[src/rtl/conv_pkg.sv]
// Shared types and constants for the convolution front end.
//   state_t  : sequencing states of the sliding-window controller
//   KERNEL   : window edge length (3x3 window)
//   out_dim  : output-map size along one axis for a given image size and stride
package conv_pkg;

  typedef enum logic [1:0] {
    IDLE,
    RUN,
    DRAIN
  } state_t;

  localparam int KERNEL = 3;

  function automatic int out_dim(input int img, input int stride);
    return (img - KERNEL) / stride + 1;
  endfunction

endpackage

[src/rtl/win_pos_counter.sv]
// Raster position tracker for the pixel stream feeding the 3x3 datapath.
// Follows the row/column of the next pixel to be accepted, decides whether
// that pixel completes a window that is inside the image and on the stride
// grid, and keeps the matching output-map coordinates.
//   clk, rst_n : clock, asynchronous active-low reset
//   clear      : return all counters to the frame origin
//   advance    : a pixel is accepted this cycle
//   keep       : the pixel at the current position completes a kept window
//   last       : the current position is the final pixel of the frame
//   out_row    : output-map row of the window completed at this position
//   out_col    : output-map column of the window completed at this position
module win_pos_counter
  import conv_pkg::*;
#(
  parameter int IMG_W  = 28,
  parameter int IMG_H  = 28,
  parameter int STRIDE = 1,
  parameter int CW     = $clog2(IMG_W),
  parameter int RW     = $clog2(IMG_H)
) (
  input  logic          clk,
  input  logic          rst_n,
  input  logic          clear,
  input  logic          advance,
  output logic          keep,
  output logic          last,
  output logic [RW-1:0] out_row,
  output logic [CW-1:0] out_col
);

  localparam int PW = (STRIDE > 1) ? $clog2(STRIDE) : 1;

  logic [RW-1:0] row;
  logic [CW-1:0] col;
  // Phase = (position - 2) mod STRIDE once the position reaches the first
  // full window; zero before that.
  logic [PW-1:0] row_phase;
  logic [PW-1:0] col_phase;

  logic col_wrap;
  logic row_last;
  logic row_in;
  logic col_in;

  assign col_wrap = (col == CW'(IMG_W - 1));
  assign row_last = (row == RW'(IMG_H - 1));
  assign row_in   = (row >= RW'(KERNEL - 1));
  assign col_in   = (col >= CW'(KERNEL - 1));

  assign last = col_wrap && row_last;
  assign keep = row_in && col_in && (row_phase == '0) && (col_phase == '0);

  // NOTE: sequential state uses non-blocking assignments so every register
  // samples the pre-edge values regardless of statement order.
  always_ff @(posedge clk or negedge rst_n) begin
    if (!rst_n) begin
      row       <= '0;
      col       <= '0;
      row_phase <= '0;
      col_phase <= '0;
      out_row   <= '0;
      out_col   <= '0;
    end else if (clear) begin
      row       <= '0;
      col       <= '0;
      row_phase <= '0;
      col_phase <= '0;
      out_row   <= '0;
      out_col   <= '0;
    end else if (advance) begin
      if (col_wrap) begin
        col       <= '0;
        col_phase <= '0;
        out_col   <= '0;
        if (row_last) begin
          row       <= '0;
          row_phase <= '0;
          out_row   <= '0;
        end else begin
          row <= row + RW'(1);
          if (row_in) begin
            if (row_phase == PW'(STRIDE - 1)) begin
              row_phase <= '0;
              out_row   <= out_row + RW'(1);
            end else begin
              row_phase <= row_phase + PW'(1);
            end
          end
        end
      end else begin
        col <= col + CW'(1);
        if (col_in) begin
          if (col_phase == PW'(STRIDE - 1)) begin
            col_phase <= '0;
            out_col   <= out_col + CW'(1);
          end else begin
            col_phase <= col_phase + PW'(1);
          end
        end
      end
    end
  end

endmodule

[src/rtl/sliding_window_ctrl.sv]
// Flow-control wrapper that sequences a stall-less 3x3 window datapath over
// one IMG_W x IMG_H frame.
//   clk, rst_n  : clock, asynchronous active-low reset
//   start       : begins a frame (honoured only when idle)
//   pix_valid / pix_data / pix_ready : upstream pixel stream
//   sw_clear_n  : clears the datapath in the start cycle
//   sw_valid_in / sw_pixel : pixel forwarded to the datapath on acceptance
//   win_valid / win_ready  : window handshake toward the MAC array
//   win_row / win_col      : output-map coordinates of the presented window
//   busy        : a frame is in progress
//   frame_done  : one-cycle pulse once the last window has been consumed
module sliding_window_ctrl
  import conv_pkg::*;
#(
  parameter int DATA_WIDTH = 8,
  parameter int IMG_W      = 28,
  parameter int IMG_H      = 28,
  parameter int STRIDE     = 1,
  parameter int CW         = $clog2(IMG_W),
  parameter int RW         = $clog2(IMG_H)
) (
  input  logic                  clk,
  input  logic                  rst_n,
  input  logic                  start,
  input  logic                  pix_valid,
  input  logic [DATA_WIDTH-1:0] pix_data,
  output logic                  pix_ready,
  output logic                  sw_clear_n,
  output logic                  sw_valid_in,
  output logic [DATA_WIDTH-1:0] sw_pixel,
  output logic                  win_valid,
  input  logic                  win_ready,
  output logic [RW-1:0]         win_row,
  output logic [CW-1:0]         win_col,
  output logic                  busy,
  output logic                  frame_done
);

  state_t        state;
  logic          start_frame;
  logic          keep;
  logic          last;
  logic [RW-1:0] out_row;
  logic [CW-1:0] out_col;

  assign start_frame = (state == IDLE) && start;

  // A new pixel is taken only when no window is outstanding or the
  // outstanding one is consumed in this same cycle; while a window waits,
  // valid_in stays low so the datapath's window registers hold still.
  assign pix_ready   = (state == RUN) && (!win_valid || win_ready);
  assign sw_valid_in = pix_valid && pix_ready;
  assign sw_pixel    = pix_data;
  assign sw_clear_n  = !start_frame;
  assign busy        = (state != IDLE);

  win_pos_counter #(
    .IMG_W  (IMG_W),
    .IMG_H  (IMG_H),
    .STRIDE (STRIDE),
    .CW     (CW),
    .RW     (RW)
  ) u_pos (
    .clk     (clk),
    .rst_n   (rst_n),
    .clear   (start_frame),
    .advance (sw_valid_in),
    .keep    (keep),
    .last    (last),
    .out_row (out_row),
    .out_col (out_col)
  );

  always_ff @(posedge clk or negedge rst_n) begin
    if (!rst_n) begin
      state      <= IDLE;
      win_valid  <= 1'b0;
      win_row    <= '0;
      win_col    <= '0;
      frame_done <= 1'b0;
    end else begin
      frame_done <= 1'b0;
      case (state)
        IDLE: begin
          win_valid <= 1'b0;
          if (start) state <= RUN;
        end
        RUN: begin
          if (sw_valid_in) begin
            // The datapath shows the window one cycle after the pixel that
            // completes it, which is exactly when this register updates.
            win_valid <= keep;
            if (keep) begin
              win_row <= out_row;
              win_col <= out_col;
            end
            if (last) state <= DRAIN;
          end else if (win_valid && win_ready) begin
            win_valid <= 1'b0;
          end
        end
        DRAIN: begin
          if (!win_valid || win_ready) begin
            win_valid  <= 1'b0;
            frame_done <= 1'b1;
            state      <= IDLE;
          end
        end
        default: state <= IDLE;
      endcase
    end
  end

endmodule

[config.mk]
export PLATFORM = sky130hd
export DESIGN_NAME = sliding_window_ctrl
export DESIGN_NICKNAME = d
export VERILOG_FILES = /design/src/rtl/conv_pkg.sv /design/src/rtl/win_pos_counter.sv /design/src/rtl/sliding_window_ctrl.sv
export SDC_FILE = /design/constraint.sdc
export NUM_CORES = 1
export LEC_CHECK = 0
export CORE_MARGIN = 5
export CORE_UTILIZATION = 51
export CTS_CLUSTER_DIAMETER = 50
export DETAILED_ROUTE_END_ITERATION = 16
export PLACE_DENSITY = 0.79
export SKIP_CTS_REPAIR_TIMING = 1
export SYNTH_ARGS = -nofsm -noshare
export SYNTH_HDL_FRONTEND = slang
export SYNTH_SLANG_ARGS = --single-unit
[constraint.sdc]
create_clock -name clk -period 2.5 [get_ports clk]
set_input_delay 0.375 -clock clk [delete_from_list [all_inputs] [get_ports clk]]
set_output_delay 0.375 -clock clk [all_outputs]
set_load 0.005 [all_outputs]
==> flow_summary.json <==
{
  "status": "finished clean",
  "area_growth_pct": 16.9,
  "antenna_found_initial": 0,
  "vias": 1473,
  "die_w_um": 70.9,
  "synth_edf_count": 0,
  "p_sw_frac": 0.317,
  "grt_setup_unrepaired": "no",
  "dpl_worst_slack_ns": 0.168,
  "path_clk_slew_ns": 0.07,
  "cts_sinks": 34,
  "layout_common_cells": "dfrtp_1 (34), clkdlybuf4s50_1 (20), nand3_1 (13)",
  "yosysTopAreaCellShare": 0.450,
  "skew_ns": 0.00606,
  "worstPathRequired_ns": 2.12,
  "p_leak_uw": 0.000978,
  "avgSynthCellArea_um2": 10.5,
  "antenna_cells": 0,
  "path_class": "in2out",
  "grt_pass1_vias": 1490,
  "ys_seq_area_frac": 0.450,
  "cts_made_buffers": 5,
  "ys.warnings.count": 0,
  "final-seq-area_um2": 851,
  "peakVddDrop_v": 0.000259,
  "power_density_nw_per_um2": 891,
  "synth_top_cell_by_area": "dfrtp_1",
  "p_int_uw": 1340,
  "rows": 22,
  "coreArea_um2": 3630,
  "worst_pin_slew_ns": 0.492,
  "nFillCells": 291,
  "power_frac_comb": 0.304,
  "die_area_um2": 5020,
  "drtPass1Iterations": 4,
  "syn_inst": 180,
  "place_area_um2": 2100,
  "post-route-min-period_ns": 2.37,
  "post_drt_wl_per_cell_um": 16.1,
  "clockBufferDepth": 2,
  "synth_cell_types": 47,
  "layout-drive-gt1-share": 0.165,
  "startpoint_type": "input port",
  "grt_pass1_wl_mm": 7.13,
  "cp.arrival_ns": 1.99,
  "worst_slew_margin_rel": 0.668,
  "cap_violations": 0,
  "grt-ovfl-total": 0,
  "slew_violations": 0,
  "synth_area_um2": 1890,
  "multi_input_comb_area_um2": 910,
  "track_usage": 0.181,
  "drt_iter0_markers": 68,
  "final_common_cell": "dfrtp_1",
  "dpl.hpwl_mm": 2.90,
  "p_sw_uw": 624,
  "synthTopCellsByArea": "dfrtp_1 (45%), mux2_4 (7.2%), ha_1 (4.0%)",
  "finalCritPeriodShare": 0.947,
  "vias_per_cell": 5.94,
  "place_congestion": 0.905,
  "cts_root_buf": "clkbuf_8",
  "setup_viol": 0,
  "async_flop_share": 1.00,
  "ios": 37,
  "p_seq_frac": 0.444,
  "cp-end-kind": "primary output",
  "htree_levels": 2,
  "fmax_mhz": 423,
  "totalNegativeSetupSlack_ns": 0,
  "die_h_um": 70.9,
  "synthFlopType": "dfrtp_1",
  "syn_nets": 199,
  "post-route-drc-count": 0,
  "ys_ff_latch": 34,
  "portBuffers": 20,
  "grt_max_degree": 35,
  "path_max_fanout": 8,
  "final_antenna_net_count": 0,
  "pwr-share-clk": 0.252,
  "cts_tree": "built",
  "setup_slack_ns": 0.134,
  "hold_viol_final": 0,
  "design_area_um2": 2210,
  "hold_path.class": "in2async",
  "final_nets": 218,
  "start_util": 0.520,
  "routed_wl_mm": 4.00,
  "insertion_delay_ns": 0.29
}
## power groups by stage
| stage | clock network, µW | logic (µW) | registers [µW] |
|---|---|---|---|
| finish | 496 | 598 | 873 |
| global route | 529 | 664 | 901 |
| CTS | 510 | 605 | 869 |
| detailed placement | 0 | 604 | 873 |
| global placement | 0 | 581 | 855 |
| floorplan | 0 | 400 | 836 |
## routing by layer
metal | vias to the layer above | share of wire | GRT usage
li1 | 693 | - | -
met1 | 713 | 0.43 | 0.216
met2 | 46 | 0.47 | 0.286
met3 | 21 | 0.068 | 0.0653
met4 | 0 | 0.032 | 0.0939
met5 | - | 0 | 0
## cell usage after synthesis (2+ instances only)
| cell type | count |
|---|---|
| o211ai_1 | 3 |
| o21ai_0 | 11 |
| dfrtp_1 | 34 |
| clkbuf_1 | 3 |
| or3_1 | 4 |
| inv_1 | 8 |
| mux2i_1 | 4 |
| and4b_1 | 4 |
| buf_4 | 9 |
| nand2b_1 | 3 |
| nand4_1 | 3 |
| nor2_1 | 5 |
| o22ai_1 | 2 |
| nor4_1 | 2 |
| a41oi_1 | 3 |
| ha_1 | 6 |
| mux2_4 | 9 |
| or4_1 | 5 |
| nand2_1 | 12 |
| a21oi_1 | 8 |
| nor3_1 | 2 |
| nand4b_1 | 3 |
| nand3_1 | 13 |
## per-stage QoR
step	util	total power [µW]	hold slack [ns]	cells
after global routing	0.608	2100	0.531	248
after floorplan	-	1240	0.0794	180
after global placement	0.578	1440	0.493	240
after detailed placement	0.578	1480	0.494	240
final	0.608	1970	0.488	248
after CTS	0.608	1980	0.500	248
## cells by family (layout without fill, tap and decap cells)
group                    Yosys count  count (layout)  share of synthesized area
AND/OR/NAND/NOR                   68              68                      0.224
adder cells (fa/ha/maj)            7               7                     0.0450
multiplexers                      14              14                     0.0987
buffers and inverters             23              43                     0.0682
AO/OA/AOI/OAI                     34              34                      0.114
flip-flops                        34              34                      0.450
## critical path, stage by stage
cell	delay, ns
clkdlybuf4s50_1	0.50
nand2b_1	0.28
nand3_2	0.15
inv_1	0.16
clkdlybuf4s50_1	0.52
## area by class of cell
type / instances / share of cell area
Inverter: 9 / 0.0153
Tap cell: 48 / 0.0272
Clock inverter: 3 / 0.0181
Timing Repair Buffer: 26 / 0.111
Clock buffer: 5 / 0.0312
Sequential cell: 34 / 0.385
Multi-Input combinational cell: 123 / 0.412
## worst paths after layout
path / cells past startpoint / start / slack, ns / to
setup / recovery: 5 / win_ready / 0.13 / sw_valid_in
hold / removal: 2 / rst_n / 0.49 / win_row[3]$_DFFE_PN0P_
setup reg to reg: 7 / u_pos.row[0]$_DFFE_PN0P_ / 0.37 / win_row[0]$_DFFE_PN0P_
hold reg to reg: 1 / win_row[4]$_DFFE_PN0P_ / 0.52 / win_row[4]$_DFFE_PN0P_
max in group asynchronous: 2 / rst_n / 1.71 / win_col[2]$_DFFE_PN0P_
min in group clk: 1 / win_row[4]$_DFFE_PN0P_ / 0.52 / win_row[4]$_DFFE_PN0P_
## state kept, by name, summed over array words and instances, names as in the netlist
signal,count
u_pos.col,5
u_pos.out_col,5
u_pos.out_row,5
u_pos.row,5
win_col,5
win_row,5
state,2
frame_done,1
win_valid,1
No activity file was read; power rests on OpenSTA's default activity.
==> RTL edit 1: new RTL, config.mk and constraints unchanged <==
The 3 states of `state_t` get a one-hot encoding in 3 bits.
--- a/src/rtl/conv_pkg.sv
+++ b/src/rtl/conv_pkg.sv
@@ -5,8 +5,8 @@
 package conv_pkg;
 
-  typedef enum logic [1:0] {
-    IDLE,
-    RUN,
-    DRAIN
+  typedef enum logic [2:0] {
+    IDLE  = 3'b001,
+    RUN   = 3'b010,
+    DRAIN = 3'b100
   } state_t;
 
Formal check against the unedited RTL: same outputs for any inputs over 10 cycles, from zero or initial values and one cycle with rst_n low; not proved beyond that.
==> RTL edit 1 against the unedited design <==
Routed wire length decreased by 0.20%. Area after synthesis increased by 2.0%. Via count increased by 0.34%. Global-route usage decreased by 0.65 points. Final area increased by 1.8%. Power decreased by 16%. Count of clock-buffer cells in the layout unchanged. Sequential cell count increased by 1. Worst setup slack got worse by 35 ps. Maximum frequency decreased by 1.5%. Largest power group unchanged.
==> RTL edit 1: results (changes against the unedited design) <==
** Critical path
- The maximum fanout along the worst path was 13 (+5).
- Worst-case reg-to-reg path depth :: 5 (-2)
- Worst reg2reg endpoint :: win_row[2]$_DFFE_PN0P_
- The longest individual stage delay on the worst path came to 540 ps (+20 ps).
- Worst R2R Setup Slack :: 550 ps (+180 ps)
- Startpoint of the most critical register-to-register path :: state[2]$_DFFE_PN0P_
- The data arrival time at the worst-slack endpoint was 2030 ps (+40 ps).

** Yosys
- Post-synthesis instance total :: 177 (-1.7%)
- The distinct cell type count after synthesis came to 52 (+11%).
- Main area contributors after synthesis :: sky130_fd_sc_hd__dfrtp_1, sky130_fd_sc_hd__mux2_2, sky130_fd_sc_hd__ha_1
- The sequential area share after synthesis was 45.5% (+0.49 points).

** Route
- DRT iter0 DRCs :: 74 (+8.8%)
- The detailed-route vias per instance is 6.01 (+1.2%).
- Post-detailed-route wirelength per cell :: 16.2 um (+0.61%)
- M1 wire length :: 1600 um (-6.6%)
- The met3 wirelength from detailed routing is 284 um (+4.4%).
- The met2 wire length is 2010 um (+6.6%).

** Finish
- Proportion of layout cells with a drive suffix above 1 :: 19.7% (+3.2 points)
- Multi-input gates :: 122 (-0.81%)
- Non-clock inverter count in the final layout :: 7 (-2)
- Register share of the cell area :: 39.0% (+0.48 points)
- The number of nets at the end of the flow came to 216 (-0.92%).
- Fill cells :: 301 (+3.4%)
- The area taken by multi-input logic gates was 927 sq um (+1.9%).
- Number of standard cells in the final layout excluding fillers :: 246 (-0.81%)

** STA
- The relative max-transition margin was 54.6% (-12 points).
- Setup clock skew after layout :: 6.70 ps (+0.640 ps)
- Highest clock frequency the design can meet :: 416 MHz (-1.5%)

** Place
- The setup slack at placement was 189 ps (+21.6 ps).
- The half-perimeter wire length after placement came to 2860 um (-1.3%).
- The global placement routability congestion is 0.804 (-11%).
- Cells after DPL :: 238 (-0.83%)

** Pwr
- The leakage power summed over all cells is 1.01 nW (+3.4%).
- Peak VDD IR :: 0.000359 V (+39%)
- The power attributed to the clock group was 0.506 mW (+2%).
- Seq. pwr :: 0.673 mW (-23%)
- The power drawn by the combinational cells was 0.477 mW (-20%).

** Outcome
- The run finished with clean final reports.

** Global route
- Largest net degree at the start of global routing :: 36 (+2.9%)
- The number of global-route vias before repair was 1,502 (+0.81%).
- Global-route wire length before repair :: 7050 um (-1.2%)
RTL edit 1: cell count changes after synthesis, moves of 3 or more:
| cell | change |
|---|---|
| sky130_fd_sc_hd__nand3b_1 | +3 |
| sky130_fd_sc_hd__a21o_1 | +3 |
| sky130_fd_sc_hd__a21oi_1 | +6 |
| sky130_fd_sc_hd__mux2_2 | +10 |
| sky130_fd_sc_hd__nand3_1 | -7 |
| sky130_fd_sc_hd__o21ai_0 | -3 |
| sky130_fd_sc_hd__mux2_4 | -9 |
RTL edit 1: through the flow:
stage	cell area, sq um	hold slack [ps]
4_1_cts	2250	501
6_report	2250	495
2_1_floorplan	1930	79.4
3_3_place_gp	2140	489
3_5_place_dp	2140	495
5_1_grt	2250	524
RTL edit 1: worst min-delay path by stage:
| stage | cells past startpoint | startpoint | to |
|---|---|---|---|
| final | 2 | rst_n | state[1]$_DFFE_PN0P_ |
| after detailed placement | 1 | win_col[4]$_DFFE_PN0P_ | win_col[4]$_DFFE_PN0P_ |
| after global placement | 1 | u_pos.out_row[4]$_DFFE_PN0P_ | win_row[4]$_DFFE_PN0P_ |
| after CTS | 2 | rst_n | state[1]$_DFFE_PN0P_ |
| after global routing | 1 | win_row[0]$_DFFE_PN0P_ | win_row[0]$_DFFE_PN0P_ |
| after floorplan | 0 | rst_n | frame_done$_DFF_PN0_ |
RTL edit 1: cell families (layout without fill, tap and decap cells):
kind of cell	Yosys count	in the layout	share of synthesized area, %
buf+inv	20	41	6.36
flops	35	35	45.5
fa+ha+maj	6	6	3.90
compound gates	42	42	15.3
simple gates	61	61	21.5
mux	13	13	7.47
RTL edit 1: per-layer routing:
metal | global-route usage [%] | vias up
li1 | - | 684
met1 | 21.8 | 726
met2 | 27.3 | 53
met3 | 5.61 | 15
met4 | 8.14 | 0
met5 | 0 | -
==> RTL edit 2: new RTL, config.mk and constraints unchanged <==
Without the edit above. Set the parameter `DATA_WIDTH` to 12 (it was 8).
--- a/src/rtl/sliding_window_ctrl.sv
+++ b/src/rtl/sliding_window_ctrl.sv
@@ -13,5 +13,5 @@
   import conv_pkg::*;
 #(
-  parameter int DATA_WIDTH = 8,
+  parameter int DATA_WIDTH = 12,
   parameter int IMG_W      = 28,
   parameter int IMG_H      = 28,
Ports: changed (resized pix_data and sw_pixel); port bits go from 37 to 45. No check against the original RTL was run, so the function may have changed too.
==> RTL edit 2 against the unedited design <==
Clock skew fell by 2.6 ps. Routed wire length rose by 2.5%. Sequential cell count did not move. First-iteration DRC count rose by 15%. Area after synthesis rose by 1.6%. Worst setup slack got worse by 6.1 ps. Power rose by 1.1%. Final area rose by 0.68%. Non-clock buffer count rose by 2. Count of clock-buffer cells in the layout did not move. Clock power barely moved. Critical endpoint unchanged.
==> RTL edit 2: results (changes against the unedited design) <==
** Finish
- The total inserted antenna cells came to 0 (unchanged).
- The fraction of final layout cells sized beyond drive strength 1 was 17.3% (+0.83 points).
- Number of standard cells in the final layout excluding fillers :: 250 (+0.81%)
- Nets@finish :: 224 (+2.8%)

** Yosys
- After synthesis, the cell types taking the most area are sky130_fd_sc_hd__dfrtp_1, sky130_fd_sc_hd__mux2_4, sky130_fd_sc_hd__buf_4.
- Most instantiated flip-flop cell in the synthesis netlist :: sky130_fd_sc_hd__dfrtp_1
- Fraction of the yosys area taken by sequential cells :: 44.3% (-0.70 points)
- The synthesized netlist cell count is 184 (+2.2%).
- Number of distinct library cells after synthesis :: 47 (unchanged)
- Leading post-synthesis cells by instance count :: sky130_fd_sc_hd__dfrtp_1, sky130_fd_sc_hd__buf_4, sky130_fd_sc_hd__nand3_1
- Yosys synthesis warning count :: 0 (unchanged)
- Share of synthesized area spent on multiplexers :: 9.71% (-0.15 points)
- Yosys top cell area share :: 44.3% (-0.70 points)
- Synth Area in Compound Gates :: 11.2% (-0.18 points)
- The total nets after synthesis came to 207 (+4.0%).
- The proportion of register bits with asynchronous set or reset after synthesis came to 100% (unchanged).
- Adder-cell share of the synthesized area :: 4.43% (-0.070 points)
- The post-synthesis share of cell area spent on xor and xnor gates was 0% (unchanged).

** Global route
- The overall track demand over capacity in global routing was 17.0% (-1.1 points).
- Largest net degree at the start of global routing :: 35 (unchanged)
- The initial antenna violation count was 0 (unchanged).
- Global-route wire length before repair :: 6940 um (-2.7%)

** Place
- The count of buffers inserted at the top-level ports came to 20 (unchanged).
- Cell area reported after detailed placement :: 2110 sq um (+0.72%)
- Routability Congestion :: 0.871 (-3.7%)
- The half-perimeter wire length after placement was 3020 um (+4.2%).
- Cells after DPL :: 242 (+0.83%)
- Placement-stage worst setup slack :: 148 ps (-20.1 ps)

** Flow run
- Max_cap viols :: 0 (unchanged)

** Clock network
- Worst-skew pair later-pin latency :: 290 ps (about the same)
- Max clock buf depth :: 2 (unchanged)
- The clock slew at the register clock pins of the worst setup and hold paths was 70 ps (about the same).
- Inserted Clock Buffers :: 5 (unchanged)
- Htree depth :: 2 (unchanged)
- The cell sitting at the root of the clock tree is a sky130_fd_sc_hd__clkbuf_8.

** Critical path
- The maximum fanout along the worst path is 10 (+2).
- In this run the worst setup path begins at win_ready.
- The startpoint identified for the worst register-to-register timing path is u_pos.col[1]$_DFFE_PN0P_.
- For the worst setup path, the data arrival time is around 2000 ps.

** Route
- DR vias :: 1,519 (+3.1%)
- The overall routed net length is 4100 um (+2.5%).
- The first-pass detailed-route iteration total was 4 (unchanged).
- DRT iter0 DRCs :: 78 (+15%)
- Antenna violation net count after detailed routing :: 0 (unchanged)

** STA
- The actual slew at the worst max-slew pin came to 478 ps (-13.8 ps).
- Setup clock skew after layout :: 3.49 ps (-2.57 ps)

** Pwr
- Peak VDD IR :: 0.000523 V (+100%)
- The leakage power summed over all cells came to 0.988 nW (+1.0%).

** Min path
- Worst hold-check path type :: in2async

** Outcome
- The flow ran to the end, and the final reports show no timing, DRC or antenna violations.
==> RTL edit 2: changes by cell type after synthesis <==
cell,delta
sky130_fd_sc_hd__buf_4,+4
==> RTL edit 2: final cells by class <==
type,instances,area (sq um)
fillers,276,1440
well taps,48,60.1
multi-input cells,123,910
repair buffers,28,260
clock inverters,3,40.0
clock buffers,5,68.8
inverters,9,33.8
flip-flops and latches,34,851
==> RTL edit 2: final timing paths <==
path	endpoint	slack (ps)	cells after the start
max	sw_valid_in	130	5
min	u_pos.row[3]$_DFFE_PN0P_	490	2
max reg2reg	u_pos.out_row[3]$_DFFE_PN0P_	370	5
min reg2reg	win_col[3]$_DFFE_PN0P_	510	1
max in group asynchronous	frame_done$_DFF_PN0_	1700	2
min in group clk	win_col[3]$_DFFE_PN0P_	510	1
==> RTL edit 2: layer usage <==
metal | vias to the layer above | routed length [um] | global-route usage, %
met3 | 15 | 208 | 4.63
met5 | - | 0 | 0
met4 | 0 | 114 | 8.98
met1 | 750 | 1740 | 20.4
met2 | 46 | 2040 | 27.9
li1 | 708 | - | -
==> RTL edit 2: power breakdown <==
part           internal, mW  switching (mW)  leakage (nW)  total [mW]
sequential            0.700           0.168         0.439       0.869
combinational         0.359           0.263         0.491       0.623
clock                 0.293           0.204        0.0579       0.497
==> RTL edit 2: critical path, stage by stage <==
cell	delay (ps)
sky130_fd_sc_hd__clkdlybuf4s50_1	490
sky130_fd_sc_hd__nand2b_1	170
sky130_fd_sc_hd__nand3_2	210
sky130_fd_sc_hd__inv_1	210
sky130_fd_sc_hd__clkdlybuf4s50_1	540
==> RTL edit 2: kinds of logic (layout without fill, tap and decap cells) <==
group	Yosys count	in the layout
buf+inv	27	45
fa+ha+maj	7	7
mux	14	14
simple gates	68	68
flops	34	34
compound gates	34	34
